File: src/rtl/hack_cpu_wait.sv
// hack_cpu_wait: parametrised Hack CPU with memory wait-state handshake, wait timeout and halt detection.
// Optional HACK_CPU_PERF_EN adds perf_retired / perf_stall counters. Rev 1.0
`default_nettype none

module hack_cpu_wait #(
  parameter int DATA_W   = 16,
  parameter int ADDR_W   = 15,
  parameter int PC_W     = 15,
  parameter int WAIT_MAX = 255
) (
  input  logic              clk,
  input  logic              reset,
  input  logic [15:0]       instruction,
  input  logic [DATA_W-1:0] inM,
  input  logic              mem_ack,
  output logic [DATA_W-1:0] outM,
  output logic              writeM,
  output logic              readM,
  output logic [ADDR_W-1:0] addressM,
  output logic [PC_W-1:0]   pc,
  output logic              stall,
  output logic              halted,
  output logic              fault
`ifdef HACK_CPU_PERF_EN
  ,
  output logic [31:0]       perf_retired,
  output logic [31:0]       perf_stall
`endif
);

  localparam int CNT_W = $clog2(WAIT_MAX + 1);
  localparam logic [CNT_W-1:0] CNT_MAX = CNT_W'(WAIT_MAX);

  typedef enum logic [1:0] {
    S_RUN  = 2'd0,
    S_WAIT = 2'd1,
    S_HALT = 2'd2
  } state_t;

  state_t            state_q;
  logic [DATA_W-1:0] a_q, d_q;
  logic [PC_W-1:0]   pc_q;
  logic [CNT_W-1:0]  cnt_q;
  logic              fault_q, halted_q;

  logic [DATA_W-1:0] a_d, d_d;
  logic [PC_W-1:0]   pc_d;

  logic              is_c, a_bit, mem_req, retire, self_jump, take, zr, ng, active;
  logic [DATA_W-1:0] x0, x1, y0, y1, f_out, alu_out;
  logic [PC_W-1:0]   a_tgt;

  assign is_c  = instruction[15];
  assign a_bit = instruction[12];
  assign a_tgt = a_q[PC_W-1:0];

  always_comb begin
    x0      = instruction[11] ? '0 : d_q;
    x1      = instruction[10] ? ~x0 : x0;
    y0      = instruction[9] ? '0 : (a_bit ? inM : a_q);
    y1      = instruction[8] ? ~y0 : y0;
    f_out   = instruction[7] ? (x1 + y1) : (x1 & y1);
    alu_out = instruction[6] ? ~f_out : f_out;
  end

  assign zr   = (alu_out == '0);
  assign ng   = alu_out[DATA_W-1];
  assign take = is_c & ((instruction[2] & ng) | (instruction[1] & zr) |
                        (instruction[0] & ~ng & ~zr));

  // Self-jump is an unconditional jump whose target is the current instruction.
  assign self_jump = is_c & (&instruction[2:0]) & (a_tgt == pc_q);

  assign mem_req = is_c & (a_bit | instruction[3]);
  assign retire  = ((state_q == S_RUN) & (~mem_req | mem_ack)) |
                   ((state_q == S_WAIT) & mem_ack);

  always_comb begin
    a_d  = is_c ? (instruction[5] ? alu_out : a_q)
                : {{(DATA_W-15){1'b0}}, instruction[14:0]};
    d_d  = (is_c & instruction[4]) ? alu_out : d_q;
    pc_d = take ? a_tgt : (pc_q + PC_W'(1));
  end

  assign active   = ~reset & (state_q != S_HALT);
  assign readM    = active & is_c & a_bit;
  assign writeM   = active & is_c & instruction[3];
  assign stall    = ~reset & ((state_q == S_WAIT) |
                              ((state_q == S_RUN) & mem_req & ~mem_ack));
  assign outM     = alu_out;
  assign addressM = a_q[ADDR_W-1:0];
  assign pc       = pc_q;
  assign halted   = halted_q;
  assign fault    = fault_q;

  always_ff @(posedge clk) begin
    if (reset) begin
      state_q  <= S_RUN;
      a_q      <= '0;
      d_q      <= '0;
      pc_q     <= '0;
      cnt_q    <= '0;
      fault_q  <= 1'b0;
      halted_q <= 1'b0;
    end else if (retire) begin
      a_q   <= a_d;
      d_q   <= d_d;
      pc_q  <= pc_d;
      cnt_q <= '0;
      if (self_jump) begin
        state_q  <= S_HALT;
        halted_q <= 1'b1;
      end else begin
        state_q <= S_RUN;
      end
    end else begin
      case (state_q)
        S_RUN: begin
          state_q <= S_WAIT;
          cnt_q   <= CNT_W'(1);
        end
        S_WAIT: begin
          if (cnt_q == CNT_MAX) begin
            state_q  <= S_HALT;
            fault_q  <= 1'b1;
            halted_q <= 1'b1;
          end else begin
            cnt_q <= cnt_q + CNT_W'(1);
          end
        end
        S_HALT: ;
        default: state_q <= S_HALT;
      endcase
    end
  end

`ifdef HACK_CPU_PERF_EN
  logic [31:0] perf_retired_q, perf_stall_q;

  always_ff @(posedge clk) begin
    if (reset) begin
      perf_retired_q <= '0;
      perf_stall_q   <= '0;
    end else if (state_q != S_HALT) begin
      if (retire) perf_retired_q <= perf_retired_q + 32'd1;
      if (stall)  perf_stall_q   <= perf_stall_q + 32'd1;
    end
  end

  assign perf_retired = perf_retired_q;
  assign perf_stall   = perf_stall_q;
`else
  // Default build carries no performance counters.
`endif

endmodule

`default_nettype wire

File: config.mk
export PLATFORM = sky130hd
export DESIGN_NAME = hack_cpu_wait
export DESIGN_NICKNAME = d
export VERILOG_FILES = /design/src/rtl/hack_cpu_wait.sv
export SDC_FILE = /design/constraint.sdc
export NUM_CORES = 1
export LEC_CHECK = 0
export CORE_ASPECT_RATIO = 0.5
export CORE_MARGIN = 1.5
export CORE_UTILIZATION = 50
export CTS_CLUSTER_SIZE = 12
export DETAILED_ROUTE_END_ITERATION = 10
export PLACE_DENSITY = 0.76
export SETUP_SLACK_MARGIN = 0.05
export SYNTH_ARGS = -nofsm -noshare
export SYNTH_HDL_FRONTEND = slang
export SYNTH_SLANG_ARGS = --single-unit
File: constraint.sdc
create_clock -name clk -period 4.94 [get_ports clk]
set_input_delay 0.494 -clock clk [delete_from_list [all_inputs] [get_ports clk]]
set_output_delay 0.494 -clock clk [all_outputs]
set_load 0.05 [all_outputs]
### Yosys cells after proc, flatten, opt, wreduce, memory -nomap -nowiden

Cells that the tools add are included.

* output and inout bits: 51
* register bits: 59
* memories kept: 0
* logic and storage cells: 87
* input bits: 35
* ROM bits: 0
* bits in latches: 0
* RAM bits: 0

* eq/ne operators: 10
* bitwise operators: 34
* reduce and logical (&&, ||, !) cells: 13
* add/subtract/negate cells: 3
* divide/modulo/power cells: 0
* multiply operators: 0
* multiplexer cells: 20
* shift operators: 0
* magnitude comparators: 0

Operators by type and width (count)
* $mux W16: 9
* $not A16 Y16: 3
* $and A1 B1 Y1: 18
* $add A16 B16 Y16: 1
* $and A16 B16 Y16: 1
* $logic_not A16 Y1: 1
* $pmux W8 S2: 1
* $add A15 B1 Y15 const B: 1
* $eq A15 B15 Y1: 1
* $mux W15: 1
* $reduce_and A3 Y1: 3
* $add A8 B1 Y8 const B: 1
* $eq A8 B8 Y1 const B: 1
* $mux W8: 1
* $ne A2 B2 Y1 const B: 4
* $reduce_and A2 Y1: 4
* $mux W2: 3
* $not A1 Y1: 6
* $or A1 B1 Y1: 6
* $pmux W2 S3: 1
* $reduce_bool A2 Y1: 3
* $mux W1: 4
* $ne A3 B2 Y1 const B: 1
* $eq A2 B1 Y1 const B: 1
* 4 further kinds: 4

### Longest topological paths before layout

Gate-level depths: netlist of the first run.

* word-level depth: 14
* mapped depth: 21
* gate-level depth less buffers: 18

### Worst setup path after synthesis of the first run

Ideal clock, no wire load.

* path type: input port to flip-flop
* from: input instruction[12]
* to: register pc_q[0] (netlist: pc[0])
* library setup time: 0.074 ns
* path slack: -0.093 ns
* required time: 4.866 ns
* buffers on the path: 4
* arrival: 4.959 ns
* cell stages on the path: 19
* path through: clkbuf_1 buf_1 mux2i_1 nor2_1 xor2_1 ha_1 clkbuf_1 nand2_1 o21ai_1 nor2_1 a21oi_2 or4_1 a31oi_1 xnor2_1 inv_1 o221a_4 buf_6 or3_1 a31oi_1

* cells in the longest elaborated chain, start to end: 14
* elaborated cells between the ends (all ways): 26
* those cells by class: add/sub (1); mux (6); bitwise (18); reduce/logical (1)

Ends and longest elaborated chain
* start: declaration: line 13 `input logic [15:0] instruction,`
* $mux W16 (*) (2 in series): line 60 `y0 = instruction[9] ? '0 : (a_bit ? inM : a_q);`
* $not A16 Y16: line 61 `y1 = instruction[8] ? ~y0 : y0;`
* $mux W16 (*): line 61
* $add A16 B16 Y16 / $and A16 B16 Y16 (equally long branches): line 62 `f_out = instruction[7] ? (x1 + y1) : (x1 & y1);`
* $mux W16 (*): line 62
* $not A16 Y16: line 63 `alu_out = instruction[6] ? ~f_out : f_out;`
* $mux W16 (*): line 63
* via outM[15]: line 16 `output logic [DATA_W-1:0] outM,`
* $logic_not A16 Y1 / $not A1 Y1 (equally long branches): line 66, 69
* $and A1 B1 Y1, or another cell as far along: line 68 `assign take = is_c & ((instruction[2] & ng) | (instruction[1] & zr) |`
* $or A1 B1 Y1 / $and A1 B1 Y1 (equally long branches): line 68, 69
* $or A1 B1 Y1 (*): line 68
* $and A1 B1 Y1 (*): line 68
* $mux W15 (*): line 82 `pc_d = take ? a_tgt : (pc_q + PC_W'(1));`
* end signal: assignment: line 108 `pc_q <= pc_d;`
* end: declaration: line 42 `logic [PC_W-1:0] pc_q;`

Mark *: on every way through the listed nets, which the timed path passes. The rest lies on a longest branch.
A chain may end at the register's enable or synchronous reset.

### Worst setup path after layout of the first run

* from: input instruction[12]
* to: register pc_q[3] (netlist: pc[3])

* cells in the longest elaborated chain, start to end: 14
* elaborated cells between the ends (all ways): 26
* those cells by class: add/sub (1); mux (6); bitwise (18); reduce/logical (1)

Ends and longest elaborated chain (line)
* $mux W16 (2 in series): 60
* $not A16 Y16: 61
* $mux W16: 61
* $add A16 B16 Y16 / $and A16 B16 Y16 (equally long branches): 62
* $mux W16: 62
* $not A16 Y16: 63
* $mux W16: 63
* $logic_not A16 Y1 / $not A1 Y1 (equally long branches): 66, 69
* $and A1 B1 Y1, or another cell as far along: 68
* $or A1 B1 Y1 / $and A1 B1 Y1 (equally long branches): 68, 69
* $or A1 B1 Y1: 68
* $and A1 B1 Y1: 68
* $mux W15: 82

Several ways; a longest one is shown, not always the timed one.

==> results of run 1 <==
-- layout by cell type (no fill, tap or decap), drive strengths merged, types with 25 or more instances in the layout --
cell	count
nor2	69
clkdlybuf4s50	69
nand3	25
dfxtp	59
mux2i	33
nand2b	26
nand2	74
a21oi	37
xnor2	43
buf	46
-- sequential cells by signal, summed over array words and instances, names as in the netlist --
signal and count:
halted 1, state_q 2, a_q 16, d_q 16, cnt_q 8, pc 15
fault 1
-- worst max path at each step --
stage,end,slack (ns),cells past startpoint
after floorplan,pc[0],0.15,19
after global placement,pc[6],0.21,19
after detailed placement,pc[2],0.1,18
after CTS,pc[0],0.38,17
after global routing,pc[7],0.07,18
final,pc[3],0.37,18
-- synthesized netlist by cell type (all sizes together), types with 8 or more instances --
cell type   n
o21ai      15
a211oi     22
and3       18
nor2       69
a21oi      37
nor2b       9
nand4       9
dfxtp      59
or3         8
mux2i      33
inv        17
a21o       16
nor3        9
clkbuf     32
xnor2      43
nand2b     26
buf        30
nand2      74
ha         18
nand3      25
a31oi      19
xor2       24
-- layout make-up --
class | instances | share of cell area
Clock buffer | 14 | 0.0435
Clock inverter | 1 | 0.00460
Inverter | 17 | 0.00977
Multi-Input combinational cell | 541 | 0.554
Sequential cell | 59 | 0.181
Tap cell | 135 | 0.0259
Timing Repair Buffer | 115 | 0.181
-- power by group through the flow --
stage	logic, mW	registers, mW	clock network [mW]
2_1_floorplan	0.705	0.594	0
4_1_cts	1.12	0.567	0.664
3_5_place_dp	1.11	0.577	0
6_report	1.13	0.570	0.660
5_1_grt	1.20	0.575	0.677
3_3_place_gp	1.09	0.576	0
-- routing by layer --
layer / part of all wire / vias up / track usage
met5: 0 / - / 0
met4: 0.014 / 0 / 0.0831
met3: 0.054 / 18 / 0.0430
met2: 0.46 / 143 / 0.458
met1: 0.47 / 2445 / 0.376
li1: - / 2503 / -
-- worst min-delay path, delay by kind of cell (launching register included) --
kind             cells  cell delay [ns]
AO/OA/AOI/OAI        1             0.06
flip-flops           1             0.30
AND/OR/NAND/NOR      1             0.05
-- through the flow --
stage	cells	hold slack (ns)	area (um2)
6_report	882	0.460	6530
4_1_cts	882	0.458	6510
3_3_place_gp	867	0.442	6200
5_1_grt	882	0.478	6530
3_5_place_dp	867	0.451	6200
2_1_floorplan	679	0.431	5140
-- cells by family (layout without fill, tap and decap cells) --
kind of cell,Yosys count,in the layout,synth area share
and+or+nand+nor,278,278,0.269
AOI/OAI and AO/OA,144,144,0.200
buffers and inverters,79,147,0.0736
xor gates and xnor gates,67,67,0.114
DFF,59,59,0.230
muxes,33,33,0.0644
adders and majority gates,19,19,0.0478
==> key figures, run 1 <==
Worst hold path
  • Hold_sp: d_q[5]
  • HP Class: register to register
  • Hold Path End: d_q[5]
  • Hold depth: 2

CTS
  • TritonCTS buffer count: 9
  • Hold bufs inserted after CTS: 0
  • Worst skew pair latency: 0.33 ns
  • Clock root buffer: clkbuf_16
  • Setup bufs post-CTS: 0
  • CTS tree: done
  • Clock tree buffer depth: 2
  • PostCTS Resize Cnt: 0
  • Htree depth: 3
  • Sink Count: 59
  • Worst-path clk slew: approximately 0.05 ns

GRT
  • Gr ovfl total: 0
  • Pin count of the biggest net entering global routing: 56
  • Vias in the first global route: between 4000 and 5000
  • First-pass GRT wire length: 23800 um
  • Antenna violations before repair: 0
  • Aggregate global-route resource usage: 0.275

Synthesis
  • Post-synthesis cell area: ~0.0051 mm2
  • Synth cell types: 62
  • Post-synth top area share: 0.230
  • Mapped Cells: 679
  • Top cells by area, synth: dfxtp_1 23%, xnor2_1 7.3%, mux2i_1 6.4%
  • Leading area contributor after synthesis: dfxtp_1
  • Yosys Warn Count: 0
  • Seq/Total Area, Yosys: 0.230
  • Top_reg_cell synth: dfxtp_1
  • Post-synthesis async set-or-reset flop share: 0
  • Post-synth EDFFs: 0
  • Avg Inst Size Synth: 7.56 um2
  • Flops & latches, synth: 59
  • Syn Nets: 733

Die
  • Cell Rows: 25
  • Die Y: ~75 um
  • Core area: 0.00970 mm2
  • Total die area: between 0.01 and 0.015 mm2
  • Die Wd: roughly 150 um
  • I/O pin count: 86
  • Initial Util: 0.529

Critical path
  • Crit-path slowest cell: clkdlybuf4s50_1
  • Worst Setup SP: instruction[12]
  • R2R Path End: pc[0]
  • CP top delay family: compound AO/OA/AOI/OAI gates
  • CP required: 5.20 ns
  • Max incr delay on CP: around 0.58 ns
  • R2R depth: 15
  • Worst path arrival time: 4.83 ns
  • CP Launch Type: input pin
  • R2r setup slk: around 0.76 ns
  • CP bufs+invs: 3
  • Worst-path cell chain: clkdlybuf4s50_1 > buf_12 > mux2i_1 > nor2_1 > xor2_1 > ha_1 > o21a_1 > o21a_1 > o2111ai_4 > and4_1 > nor4_2 > o2111ai_1 > nor4b_2 > a41o_1 > o221a_4 > buf_4 > nand3_1 > a31oi_1
  • Crit end category: register
  • Worst-path fanout max: 17
  • Cell mode on critical path: o21a_1
  • R2R Path Start: a_q[1]
  • Critical path type: input pin to register

Power and ir drop
  • Leakage: around 2.6 nW
  • Comb pwr share: 0.479
  • Sw Ratio: 0.398
  • Share of power burned in registers: 0.241
  • Clock Power Share: 0.280
  • Int Power: 1.42 mW
  • Power after layout: 2.36 mW
  • Power density cells: about 360 mW/mm2
  • Net switching power: roughly 0.94 mW
  • VDD IR max: 0.000217 V

STA
  • Max Slew Vio Count: 0
  • Measured slew at the worst slew-check pin: 1.03 ns
  • Setup TNS: 0 ns
  • Max-slew headroom: 0.315
  • Slack of the critical path: between 0.3 and 0.4 ns
  • Fin. Hold Viols: 0
  • Fmax: 219 MHz
  • Post-route minimum period: about 4.6 ns
  • Fraction of the cycle the final worst path needs: 0.925
  • # setup viols final: 0
  • RSZ-0062 raised after global routing: no
  • Clk_skew: 0.00396 ns

Final layout
  • Diodes inserted: 0
  • Filler cells: 800
  • Nets: 797
  • Storage element area: 0.00118 mm2
  • Area grow syn2layout: 27.3%
  • Area of the multi-input gates: between 0.003 and 0.004 mm2
  • Layout Utilization: 0.673
  • Share of layout cells above drive strength 1: 0.108

Detailed routing
  • DRC: 0
  • First drt pass iteration count: 5
  • DRT Wirelength: approximately 15000 um
  • Via count: 5109
  • DRT antenna net count: 0
  • DR vias/cell: 5.79
  • Initial drt markers: 414
  • Wire length per cell: 16.8 um

Place
  • Post-DP HPWL: 10700 um
  • I/O Buffers: 85
  • GP Congestion: 0.892
  • Pre-CTS setup slack: roughly 0.095 ns

Run
  • Max Cap Viol: 0

Outcome
  • Status: finished, final reports clean
(Power assumes the default switching activity.)
==> inputs of run 2 (changes only) <==
Settings changed: ABC_CLOCK_PERIOD_IN_PS set to 4940, REMOVE_ABC_BUFFERS set to 1.
==> run 2 against run 1 <==
Against the previous run:
- first-iteration DRC count is 6.0% lower
- register-to-register slack worse by 0.06 ns
- final cell count is 0.79% higher
- sequential power hardly changed
==> key figures, run 2 (synthesis results as in run 1) <==
Power and ir drop
  • Int Power: 1.33 mW (was 1.42 mW)
  • Clock Power Share: 0.253 (was 0.280)
  • VDD IR max: 0.000184 V (was 0.000217 V)
  • Comb pwr share: 0.500 (was 0.479)
  • Sw Ratio: 0.422 (was 0.398)
  • Power density cells: 352 mW/mm2 (was 362 mW/mm2)
  • Share of power burned in registers: 0.247 (was 0.241)
  • Net switching power: 0.969 mW (was 0.939 mW)
  • Leakage: 2.56 nW (was 2.57 nW)

STA
  • Fraction of the cycle the final worst path needs: 0.940 (was 0.925)
  • Post-route minimum period: 4.65 ns (was 4.57 ns)
  • Fmax: 215 MHz (was 219 MHz)
  • Fin. Hold Viols: 0 (unchanged)
  • Max Slew Vio Count: 0 (unchanged)
  • Measured slew at the worst slew-check pin: 0.960 ns (was 1.03 ns)
  • RSZ-0062 raised after global routing: no (unchanged)
  • Max-slew headroom: 0.360 (was 0.315)
  • # setup viols final: 0 (unchanged)
  • Setup TNS: 0 ns (unchanged)
  • Clk_skew: 0.00750 ns (was 0.00396 ns)

Detailed routing
  • DRT Wirelength: 15000 um (was 14800 um)
  • Initial drt markers: 389 (was 414)
  • DRC: 0 (unchanged)
  • DR vias/cell: 5.90 (was 5.79)
  • Via count: 5244 (was 5109)
  • First drt pass iteration count: 4 (was 5)
  • Wire length per cell: 16.9 um (was 16.8 um)
  • DRT antenna net count: 0 (unchanged)

Worst hold path
  • Hold depth: 2 (unchanged)
  • Hold Path End: d_q[9] (was d_q[5])
  • Hold_sp: d_q[9] (was d_q[5])
  • HP Class: register to register (unchanged)

Critical path
  • R2R Path End: pc[14] (was pc[0])
  • Crit end category: register (unchanged)
  • CP required: 5.20 ns (about the same)
  • Worst path arrival time: 4.91 ns (was 4.83 ns)
  • R2r setup slk: 0.70 ns (was 0.76 ns)
  • Critical path type: input pin to register (unchanged)
  • CP Launch Type: input pin (unchanged)
  • Worst-path fanout max: 21 (was 17)
  • R2R Path Start: a_q[0] (was a_q[1])
  • R2R depth: 18 (was 15)

Die
  • Die Wd: 146 um (unchanged)
  • Core area: 0.00970 mm2 (unchanged)
  • Cell Rows: 25 (unchanged)
  • Total die area: 0.0109 mm2 (unchanged)
  • I/O pin count: 86 (unchanged)
  • Die Y: 74.6 um (unchanged)
  • Initial Util: 0.529 (unchanged)

CTS
  • Clock tree buffer depth: 2 (unchanged)
  • Clock root buffer: clkbuf_16 (unchanged)
  • Htree depth: 3 (unchanged)
  • TritonCTS buffer count: 9 (unchanged)
  • Sink Count: 59 (unchanged)
  • Worst-path clk slew: 0.06 ns (was 0.05 ns)
  • Hold bufs inserted after CTS: 0 (unchanged)
  • CTS tree: done (unchanged)
  • Worst skew pair latency: 0.33 ns (about the same)

Place
  • Post-DP Area: 0.00623 mm2 (was 0.00620 mm2)
  • I/O Buffers: 85 (unchanged)
  • Post-DP HPWL: 10700 um (about the same)
  • GP Congestion: 0.915 (was 0.892)

GRT
  • Vias in the first global route: 4718 (was 4658)
  • Gr ovfl total: 0 (unchanged)
  • Antenna violations before repair: 0 (unchanged)
  • First-pass GRT wire length: 23800 um (about the same)
  • Aggregate global-route resource usage: 0.275 (about the same)
  • Pin count of the biggest net entering global routing: 56 (unchanged)

Run
  • Max Cap Viol: 0 (unchanged)

Outcome
  • Status: finished, final reports clean (unchanged)

Final layout
  • Diodes inserted: 0 (unchanged)
  • Layout Utilization: 0.673 (about the same)
  • Filler cells: 807 (was 800)
  • Share of layout cells above drive strength 1: 0.113 (was 0.108)
  • Area grow syn2layout: 27.2% (was 27.3%)
  • Commonest non-fill, non-tap cell in the layout: nand2_1 (unchanged)
  • Design Area, Final: 0.00653 mm2 (about the same)
  • Commonest non-fill, non-tap cells in the layout: 74 x nand2_1, 69 x clkdlybuf4s50_1, 68 x nor2_1, 59 x dfxtp_1, 43 x xnor2_1 (was 74 x nand2_1, 69 x clkdlybuf4s50_1, 68 x nor2_1, 59 x dfxtp_1, 42 x xnor2_1)
  • Nets: 803 (was 797)
[run 2: power by group through the flow]
stage                     logic (mW)  clock network [mW]  registers (mW)
after floorplan                0.593                   0           0.647
after global placement          1.11                   0           0.574
after detailed placement        1.12                   0           0.575
after CTS                       1.13               0.583           0.566
after global routing            1.21               0.609           0.572
final                           1.15               0.581           0.567
[run 2: critical path, cell delays in order]
cell	delay [ns]
clkdlybuf4s50_1	0.59
buf_12	0.20
mux2i_1	0.19
nor2_1	0.06
xor2_1	0.15
ha_1	0.44
and2_1	0.20
o21a_1	0.23
o2111ai_4	0.16
a211oi_1	0.41
o31a_1	0.21
o2111ai_1	0.15
nor4b_4	0.35
a41o_1	0.24
o221a_4	0.34
buf_4	0.21
nand3_1	0.08
a31oi_1	0.16
[run 2: routing by layer]
layer  vias to the layer above  part of all wire  global-route usage
met2                       205              0.45               0.449
met3                        30             0.063              0.0473
met5                         -                 0                   0
li1                       2519                 -                   -
met4                         0             0.022              0.0999
met1                      2490              0.47               0.375
[run 2: timing repair]
item	CTS	global route
buffers inserted	0	0
gates resized for setup	0	3
endpoints found under the hold margin	0	0
endpoints found under the setup margin	0	5
[run 2: per-stage QoR]
step	power, mW	cells	setup slack (ns)	hold WS, ns
after global routing	2.40	889	0.0542	0.477
final	2.29	889	0.295	0.456
after global placement	1.68	873	0.148	0.443
after floorplan	1.24	617	0.354	0.425
after detailed placement	1.69	873	0.0375	0.447
after CTS	2.28	889	0.345	0.455
[run 2: worst max-delay path by stage]
stage                     from  slack (ns)      to
2_1_floorplan           a_q[0]        0.35   pc[0]
3_3_place_gp   instruction[12]        0.15  pc[13]
3_5_place_dp   instruction[12]        0.04  pc[14]
4_1_cts        instruction[12]        0.34  pc[14]
5_1_grt        instruction[12]        0.05  pc[11]
6_report       instruction[12]        0.29  pc[14]
[run 2: area by class of cell]
type / instances / area (um2) / area share
inverters: 17 / 63.8 / 0.00978
clock buffers: 9 / 225 / 0.0345
repair buffers: 121 / 1230 / 0.188
well taps: 135 / 169 / 0.0259
flip-flops and latches: 59 / 1180 / 0.181
multi-input cells: 541 / 3610 / 0.553
clock inverters: 7 / 52.6 / 0.00805
==> inputs of run 3 (changes only) <==
Settings changed: CORE_MARGIN 1.5 to unset, CTS_CLUSTER_DIAMETER set to 60.
==> run 3 against run 2 <==
Against the previous run:
- sequential power hardly changed
- final cell count decreased by 0.34%
- utilization increased by 0.30 points
- largest cell class unchanged
- via count decreased by 1.7%
- fmax decreased by 0.35%
- die area fell by 2.0%
- register-to-register slack improved by 0.13 ns
- clock power is 8.3% higher
- critical path depth fell by 3
==> key figures, run 3 (synthesis results as in run 1) <==
Outcome
  • Status: finished, final reports clean (unchanged)

Detailed routing
  • DRT Wirelength: 14700 um (was 15000 um)
  • Via count: 5153 (was 5244)
  • First drt pass iteration count: 4 (unchanged)
  • Initial drt markers: 526 (was 389)
  • DR vias/cell: 5.82 (was 5.90)
  • DRC: 0 (unchanged)
  • Wire length per cell: 16.6 um (was 16.9 um)
  • DRT antenna net count: 0 (unchanged)

Die
  • Initial Util: 0.529 (unchanged)
  • Core area: 0.00970 mm2 (unchanged)
  • Die Y: 73.6 um (was 74.6 um)
  • Cell Rows: 25 (unchanged)
  • Die Wd: 145 um (was 146 um)
  • Total die area: 0.0107 mm2 (was 0.0109 mm2)
  • I/O pin count: 86 (unchanged)

CTS
  • Setup bufs post-CTS: 0 (unchanged)
  • TritonCTS buffer count: 9 (unchanged)
  • PostCTS Resize Cnt: 0 (unchanged)
  • Clock tree buffer depth: 2 (unchanged)
  • Htree depth: 3 (unchanged)
  • Worst-path clk slew: 0.05 ns (was 0.06 ns)
  • Worst skew pair latency: 0.33 ns (about the same)
  • Hold bufs inserted after CTS: 0 (unchanged)
  • Sink Count: 59 (unchanged)
  • CTS tree: done (unchanged)
  • Clock root buffer: clkbuf_16 (unchanged)

Final layout
  • Nets: 800 (was 803)
  • Filler cells: 805 (was 807)
  • Storage element area: 0.00118 mm2 (unchanged)
  • Area of the multi-input gates: 0.00361 mm2 (about the same)
  • Final non-filler cell total: 886 (was 889)
  • Share of layout cells above drive strength 1: 0.109 (was 0.113)
  • Commonest non-fill, non-tap cells in the layout: 74 x nand2_1, 69 x clkdlybuf4s50_1, 68 x nor2_1, 59 x dfxtp_1, 42 x xnor2_1 (was 74 x nand2_1, 69 x clkdlybuf4s50_1, 68 x nor2_1, 59 x dfxtp_1, 43 x xnor2_1)
  • Area grow syn2layout: 27.7% (was 27.2%)
  • Commonest non-fill, non-tap cell in the layout: nand2_1 (unchanged)
  • Diodes inserted: 0 (unchanged)

Power and ir drop
  • Power density cells: 356 mW/mm2 (was 352 mW/mm2)
  • Int Power: 1.39 mW (was 1.33 mW)
  • Leakage: 2.58 nW (was 2.56 nW)
  • VDD IR max: 0.000209 V (was 0.000184 V)
  • Net switching power: 0.947 mW (was 0.969 mW)
  • Sw Ratio: 0.405 (was 0.422)
  • Share of power burned in registers: 0.244 (was 0.247)
  • Clock Power Share: 0.269 (was 0.253)
  • Comb pwr share: 0.487 (was 0.500)

STA
  • Clk_skew: 0.00721 ns (was 0.00750 ns)
  • Fraction of the cycle the final worst path needs: 0.944 (was 0.940)
  • Max Slew Vio Count: 0 (unchanged)
  • RSZ-0062 raised after global routing: yes (was no)
  • Measured slew at the worst slew-check pin: 1.00 ns (was 0.960 ns)
  • Fmax: 215 MHz (about the same)
  • Max-slew headroom: 0.334 (was 0.360)
  • Post-route minimum period: 4.66 ns (was 4.65 ns)
  • # setup viols final: 0 (unchanged)
  • Fin. Hold Viols: 0 (unchanged)
  • Setup TNS: 0 ns (unchanged)

GRT
  • Antenna violations before repair: 0 (unchanged)
  • Aggregate global-route resource usage: 0.279 (was 0.275)
  • Vias in the first global route: 4671 (was 4718)
  • Gr ovfl total: 0 (unchanged)
  • Pin count of the biggest net entering global routing: 30 (was 56)
  • First-pass GRT wire length: 23600 um (was 23800 um)

Run
  • Max Cap Viol: 0 (unchanged)

Critical path
  • Worst-path fanout max: 16 (was 21)
  • Crit-path slowest cell: clkdlybuf4s50_1 (unchanged)
  • CP required: 4.45 ns (was 5.20 ns)
  • Worst path arrival time: 4.17 ns (was 4.91 ns)
  • Crit end category: primary output (was register)
  • Worst-path cell chain: clkdlybuf4s50_1 > buf_12 > mux2i_1 > nor2_1 > xor2_1 > ha_1 > a21oi_1 > o21ai_1 > nor2_1 > a21oi_2 > or4_1 > a31oi_1 > xnor2_1 > buf_4 > buf_12 (was clkdlybuf4s50_1 > buf_12 > mux2i_1 > nor2_1 > xor2_1 > ha_1 > and2_1 > o21a_1 > o2111ai_4 > a211oi_1 > o31a_1 > o2111ai_1 > nor4b_4 > a41o_1 > o221a_4 > buf_4 > nand3_1 > a31oi_1)
  • CP Launch Type: input pin (unchanged)
  • Max incr delay on CP: 0.62 ns (was 0.59 ns)
  • Critical path type: input pin to primary output (was input pin to register)

Place
  • Cells after DPL: 870 (was 873)
  • GP Congestion: 0.838 (was 0.915)
  • I/O Buffers: 85 (unchanged)
  • Post-DP HPWL: 10700 um (about the same)

Worst hold path
  • HP Class: register to register (unchanged)
[run 3: power by group through the flow]
stage / Combinational (mW) / Clock, mW / Sequential [mW]
6_report: 1.14 / 0.629 / 0.570
5_1_grt: 1.21 / 0.656 / 0.575
4_1_cts: 1.12 / 0.637 / 0.569
3_5_place_dp: 1.12 / 0 / 0.578
3_3_place_gp: 1.10 / 0 / 0.577
2_1_floorplan: 0.593 / 0 / 0.647
[run 3: cell type report]
| type | count | area share |
|---|---|---|
| tap | 135 | 0.0258 |
| sequential | 59 | 0.180 |
| inverter | 17 | 0.00973 |
| timing repair buffer | 118 | 0.188 |
| clock inverter | 6 | 0.00973 |
| clock buffer | 10 | 0.0365 |
| multi-input combinational | 541 | 0.550 |
[run 3: final timing paths]
check,start,end,slack (ns),cells after the start
max,instruction[12],outM[15],0.28,15
min,d_q[0],d_q[0],0.46,2
min reg2reg,d_q[0],d_q[0],0.46,2
max reg2reg,a_q[0],pc[11],0.83,18
[run 3: critical path: cells and delay by family]
family	cells	cell delay [ns]
simple gates	3	0.69
compound gates	4	0.70
fa+ha+maj	1	0.36
mux	1	0.22
buf+inv	4	1.17
xor+xnor	2	0.51
[run 3: through the flow]
| stage | util | hold slack [ns] | worst slack, ns | total power, mW | area [um2] |
|---|---|---|---|---|---|
| floorplan | - | 0.425 | 0.354 | 1.24 | 4820 |
| global placement | 0.643 | 0.442 | 0.150 | 1.68 | 6230 |
| detailed placement | 0.643 | 0.449 | 0.0365 | 1.69 | 6230 |
| CTS | 0.674 | 0.456 | 0.255 | 2.33 | 6540 |
| global route | 0.676 | 0.474 | 0.0475 | 2.44 | 6560 |
| finish | 0.676 | 0.456 | 0.278 | 2.34 | 6560 |
[run 3: per-layer routing]
layer	share of wire	vias to the layer above	wire length [um]	GRT usage
met5	0	-	0	0
met4	0.0078	0	114	0.0702
met3	0.064	12	948	0.0472
met2	0.46	186	6710	0.465
met1	0.47	2451	6940	0.380
li1	-	2504	-	-
==> RTL change 1, RTL diff (flow settings as in run 2) <==
Build with the macro `HACK_CPU_PERF_EN` defined.
--- a/src/rtl/hack_cpu_wait.sv
+++ b/src/rtl/hack_cpu_wait.sv
@@ -2,4 +2,6 @@
 // Optional HACK_CPU_PERF_EN adds perf_retired / perf_stall counters. Rev 1.0
 `default_nettype none
+
+`define HACK_CPU_PERF_EN
 
 module hack_cpu_wait #(
New outputs: perf_retired and perf_stall. Function: not settled (the Yosys comparison gave no result); the edit may change what the design does.
==> RTL change 1 against run 2 <==
  * Worst setup slack improved by 21 ps
  * Synthesized cell count increased by 42%
  * Synthesized area increased by 49%
  * Critical endpoint is now pc[0]
  * Die area increased by 47%
  * Sequential cell count increased by 64
  * Cell count increased by 52%
  * Power increased by 60%
  * Non-clock buffer count increased by 97
  * Critical path depth decreased by 1
  * Cell area increased by 58%
  * Routed wire length increased by 48%
==> RTL change 1: results (changes against run 2) <==
- Netlist cell types: 61 (was 62)
- CTS Buf Count: 17 (was 9)
- Largest net degree at the start of global routing: 84 (was 56)
- GRT Total Usage: 28.0% (was 27.5%)
- Placed Cells: 1316 (was 873)
- GRT met2 Usage: 46.0% (was 44.9%)
- Sequential area share after synthesis: 32.3% (was 23.0%)
- Vias in the first global route: 7360 (was 4718)
- Reg2reg setup slack: 420 ps (was 700 ps)
- #FFs+latches synth: 123 (was 59)
- Clock Latency Late Sink: 420 ps (was 330 ps)
- Gpl congestion: 0.926 (was 0.915)
- Outcome: complete, no violations (unchanged)
- H-Tree Depth: 4 (was 3)
- Ranking of synthesized cells by area: dfxtp_1 (32%), xnor2_1 (6.9%), xor2_1 (6.7%) (was dfxtp_1 (23%), xnor2_1 (7.3%), mux2i_1 (6.4%))
- Met3 Use GR: 5.60% (was 4.73%)
- Layout cells sized above 1: 11.1% (was 11.3%)
- Met1 global-route usage: 35.5% (was 37.5%)
- Critical-path top delay cell: or4_1 (was clkdlybuf4s50_1)
- Crit-path max cell delay: 570 ps (was 590 ps)
- Crit path max fanout: 11 (was 21)
- Iteration-0 DRC Markers: 502 (was 389)
- Total Wirelength: 22.1 mm (was 15.0 mm)
- Ant. Diodes: 0 (unchanged)
- Nets: 1193 (was 803)
- Clock Skews: 10.1 ps (was 7.50 ps)
- First-pass GRT wire length: 36.2 mm (was 23.8 mm)
- Routed len/inst: 16.4 µm (was 16.9 µm)
- Hpwl dp: 16.0 mm (was 10.7 mm)
- CP arrival: 4970 ps (was 4910 ps)
- Input/output buffers: 149 (was 85)
- Slew HR: 37.9% (was 36.0%)
- Syn_area_per_cell: 7.91 µm² (was 7.56 µm²)
- Fraction of registers with async set/reset: 0% (unchanged)
- Synth cell count leaders: dfxtp_1 (123), nor2_1 (115), nand2_1 (109) (was nand2_1 (74), nor2_1 (69), dfxtp_1 (59))
- LEAKAGE: 4.01 nW (was 2.56 nW)
- Peak VDD IR: 0.264 mV (was 0.184 mV)
- Antenna violations before repair: 0 (unchanged)
- Vias: 7583 (was 5244)
## RTL change 1: cell count changes after synthesis, moves of 15 or more
cell     before  now
dfxtp_1      59  123
nor2_1       69  115
nand2_1      74  109
xor2_1       24   58
xnor2_1      43   60
nand3_1      25   40
## RTL change 1: timing repair
item | 4_1_cts | 5_1_grt
hold buffers | 0 | 0
endpoints found under the setup margin | 0 | 15
resized for setup | 0 | 2
## RTL change 1: final timing paths
| path | from | endpoint | depth (start not counted) |
|---|---|---|---|
| worst min-delay path | d_q[6] | d_q[6] | 2 |
| worst max register to register | a_q[0] | pc[0] | 17 |
| worst min register to register | d_q[6] | d_q[6] | 2 |
| worst max-delay path | instruction[9] | pc[0] | 17 |
## RTL change 1: where the power goes
group,total [mW],internal [mW],leakage [nW],switching [mW]
logic,1.21,0.524,2.70,0.682
clock network,1.36,0.875,0.310,0.482
registers,1.10,1.03,0.999,0.0637
## RTL change 1: kinds of logic (layout without fill, tap and decap cells)
logic type               after synthesis  in the layout  share of synthesized area (%)
AO/OA/AOI/OAI                        167            167                           14.5
XOR/XNOR                             119            119                           13.8
adder cells (fa/ha/maj)               21             21                           3.54
buffers and inverters                 88            273                           5.26
flip-flops                           123            123                           32.3
multiplexers                          30             30                           3.94
AND/OR/NAND/NOR                      417            417                           26.7
## RTL change 1: worst max-delay path: cells and delay by family
kind,cells,cell delay [ps]
AOI/OAI and AO/OA,6,1480
xor gates and xnor gates,1,180
and+or+nand+nor,6,1610
adders and majority gates,2,590
buffers and inverters,2,600
## RTL change 1: cell type report
type,instances,area (µm²)
clock buffer,19,453
clock inverter,13,189
sequential,123,2460
inverter,23,86.3
fill,1141,4370
tap,198,248
timing repair buffer,218,2120
multi-input combinational,754,4770
## RTL change 1: stage by stage
stage	instance area, µm²	hold WS [ps]	setup slack [ps]	power [mW]	TNS [ps]
floorplan	7310	425	27.9	1.77	0
global placement	9690	442	-138	2.29	-1590
detailed placement	9690	450	-227	2.30	-2610
CTS	10300	458	142	3.66	0
global route	10300	472	135	3.80	0
finish	10300	454	315	3.66	0
## RTL change 1: routing by layer
metal,share of wire [%],wire length [µm]
met1,45,9940
met2,47,10300
met3,5.3,1170
met4,3.1,685
met5,0,0
==> RTL change 2, RTL diff (config.mk and constraints of run 2) <==
Without the edit above. Register the output `fault` once more; this adds one clock of latency there. The other outputs are not delayed to match.
--- a/src/rtl/hack_cpu_wait.sv
+++ b/src/rtl/hack_cpu_wait.sv
@@ -92,5 +92,7 @@
   assign pc       = pc_q;
   assign halted   = halted_q;
-  assign fault    = fault_q;
+  always_ff @(posedge clk) begin
+    fault <= fault_q;
+  end
 
   always_ff @(posedge clk) begin
Check against the original RTL: not settled (the Yosys comparison gave no result); the edit may change what the design does.
==> RTL change 2 against run 2 <==
  * Power increased by 5.4%
  * Critical path depth unchanged
  * Clock skew decreased by 1.5 ps
  * Worst setup slack improved by 61 ps
  * Synthesized area increased by 0.39%
  * Worst hold slack got worse by 100 ps
  * Routed wire length about the same
  * First-iteration DRC count increased by 15%
  * Sequential cell count increased by 1
  * Cell area increased by 0.88%
  * Critical endpoint is now pc[13]
==> RTL change 2: results (changes against run 2) <==
- Reg2reg setup slack: 710 ps
- Peak VDD IR: 0.174 mV (was 0.184 mV)
- Iteration-0 DRC Markers: 448 (was 389)
- Nets: 804 (was 803)
- First-pass DRT Iterations: 5 (was 4)
- Layout cells sized above 1: 11.0% (was 11.3%)
- Hold WS: 355 ps (was 456 ps)
- Syn_area_per_cell: 7.58 µm² (was 7.56 µm²)
- Netlist cell types: 62 (unchanged)
- Ranking of synthesized cells by area: dfxtp_1 (23%), xnor2_1 (7.3%), mux2i_1 (6.4%) (unchanged)
- Outcome: complete, no violations (unchanged)
- Sequential area share after synthesis: 23.3% (was 23.0%)
- Gpl congestion: 0.875 (was 0.915)
- Number of fill cells in the layout: 805 (was 807)
- Internal Power: 1.46 mW (was 1.33 mW)
- Hpwl dp: 10.9 mm (was 10.7 mm)
- Slew HR: 31.2% (was 36.0%)
- Routed len/inst: 16.9 µm (about the same)
- CP arrival: 4840 ps (was 4910 ps)
- Synth cell count leaders: nand2_1 (74), nor2_1 (69), dfxtp_1 (60) (was nand2_1 (74), nor2_1 (69), dfxtp_1 (59))
- Clock Skews: 5.96 ps (was 7.50 ps)
- First-pass GRT wire length: 23.7 mm (was 23.8 mm)
- Vias: 5138 (was 5244)
- Ant. Diodes: 0 (unchanged)
- Vias in the first global route: 4638 (was 4718)
- LEAKAGE: 2.60 nW (was 2.56 nW)
- Placed Cells: 874 (was 873)
- Largest net degree at the start of global routing: 54 (was 56)
- GRT Total Usage: 27.5% (about the same)
- Drt via density: 5.77 (was 5.90)
- Crit path max fanout: 20 (was 21)
-- RTL change 2: final timing paths --
path / endpoint / startpoint / depth (start not counted)
max reg2reg: pc[13] / a_q[0] / 19
min reg2reg: fault / fault_q / 0
min: fault / fault_q / 0
max: pc[13] / instruction[12] / 18
-- RTL change 2: layout make-up --
class | instances | area (µm²) | share of cell area (%)
timing repair buffer | 121 | 1220 | 18.5
clock inverter | 5 | 83.8 | 1.27
multi-input combinational | 541 | 3600 | 54.6
sequential | 60 | 1200 | 18.2
clock buffer | 11 | 253 | 3.84
inverter | 17 | 63.8 | 0.969
tap | 135 | 169 | 2.57
-- RTL change 2: logic make-up after synthesis --
family / after synthesis / share of synthesized area (%)
AOI/OAI and AO/OA: 144 / 20.0
xor gates and xnor gates: 67 / 11.4
muxes: 33 / 6.41
DFF: 60 / 23.3
buffers and inverters: 79 / 7.34
and+or+nand+nor: 278 / 26.8
adders and majority gates: 19 / 4.76
-- RTL change 2: power by group through the flow --
| stage | Sequential (mW) | Combinational, mW | Clock (mW) |
|---|---|---|---|
| after detailed placement | 0.585 | 1.12 | 0 |
| after global placement | 0.585 | 1.10 | 0 |
| final | 0.577 | 1.14 | 0.703 |
| after CTS | 0.575 | 1.13 | 0.708 |
| after global routing | 0.582 | 1.21 | 0.731 |
| after floorplan | 0.656 | 0.593 | 0 |
-- RTL change 2: critical path: stages --
cell and delay, ps:
clkdlybuf4s50_1 560, buf_4 170, mux2i_1 210, nor2_1 80, xor2_1 160, ha_1 360
a21oi_1 260, o21ai_4 150, o2111ai_4 250, a211oi_1 130, nor4_1 350, o2111ai_1 240
nor4b_4 360, a41o_1 240, o221a_4 340, buf_4 200, nand3_1 80, a31oi_1 190
-- RTL change 2: repair_timing --
action                                  CTS  global route
endpoints found under the setup margin    0             7
hold buffers                              0             0
resized for setup                         0             1
-- RTL change 2: through the flow --
stage	instance area (µm²)	setup TNS (ps)	total power, mW	setup WS [ps]
4_1_cts	6580	0	2.41	318
2_1_floorplan	4840	0	1.25	354
3_5_place_dp	6240	-4.44	1.71	-4.44
5_1_grt	6580	0	2.52	60.7
3_3_place_gp	6240	0	1.69	193
6_report	6580	0	2.42	356
-- RTL change 2: routing by layer --
layer  track usage (%)  part of all wire, %
met1              38.0                   48
met2              44.2                   44
met3              5.76                  6.7
met4              7.41                  1.5
met5                 0                    0
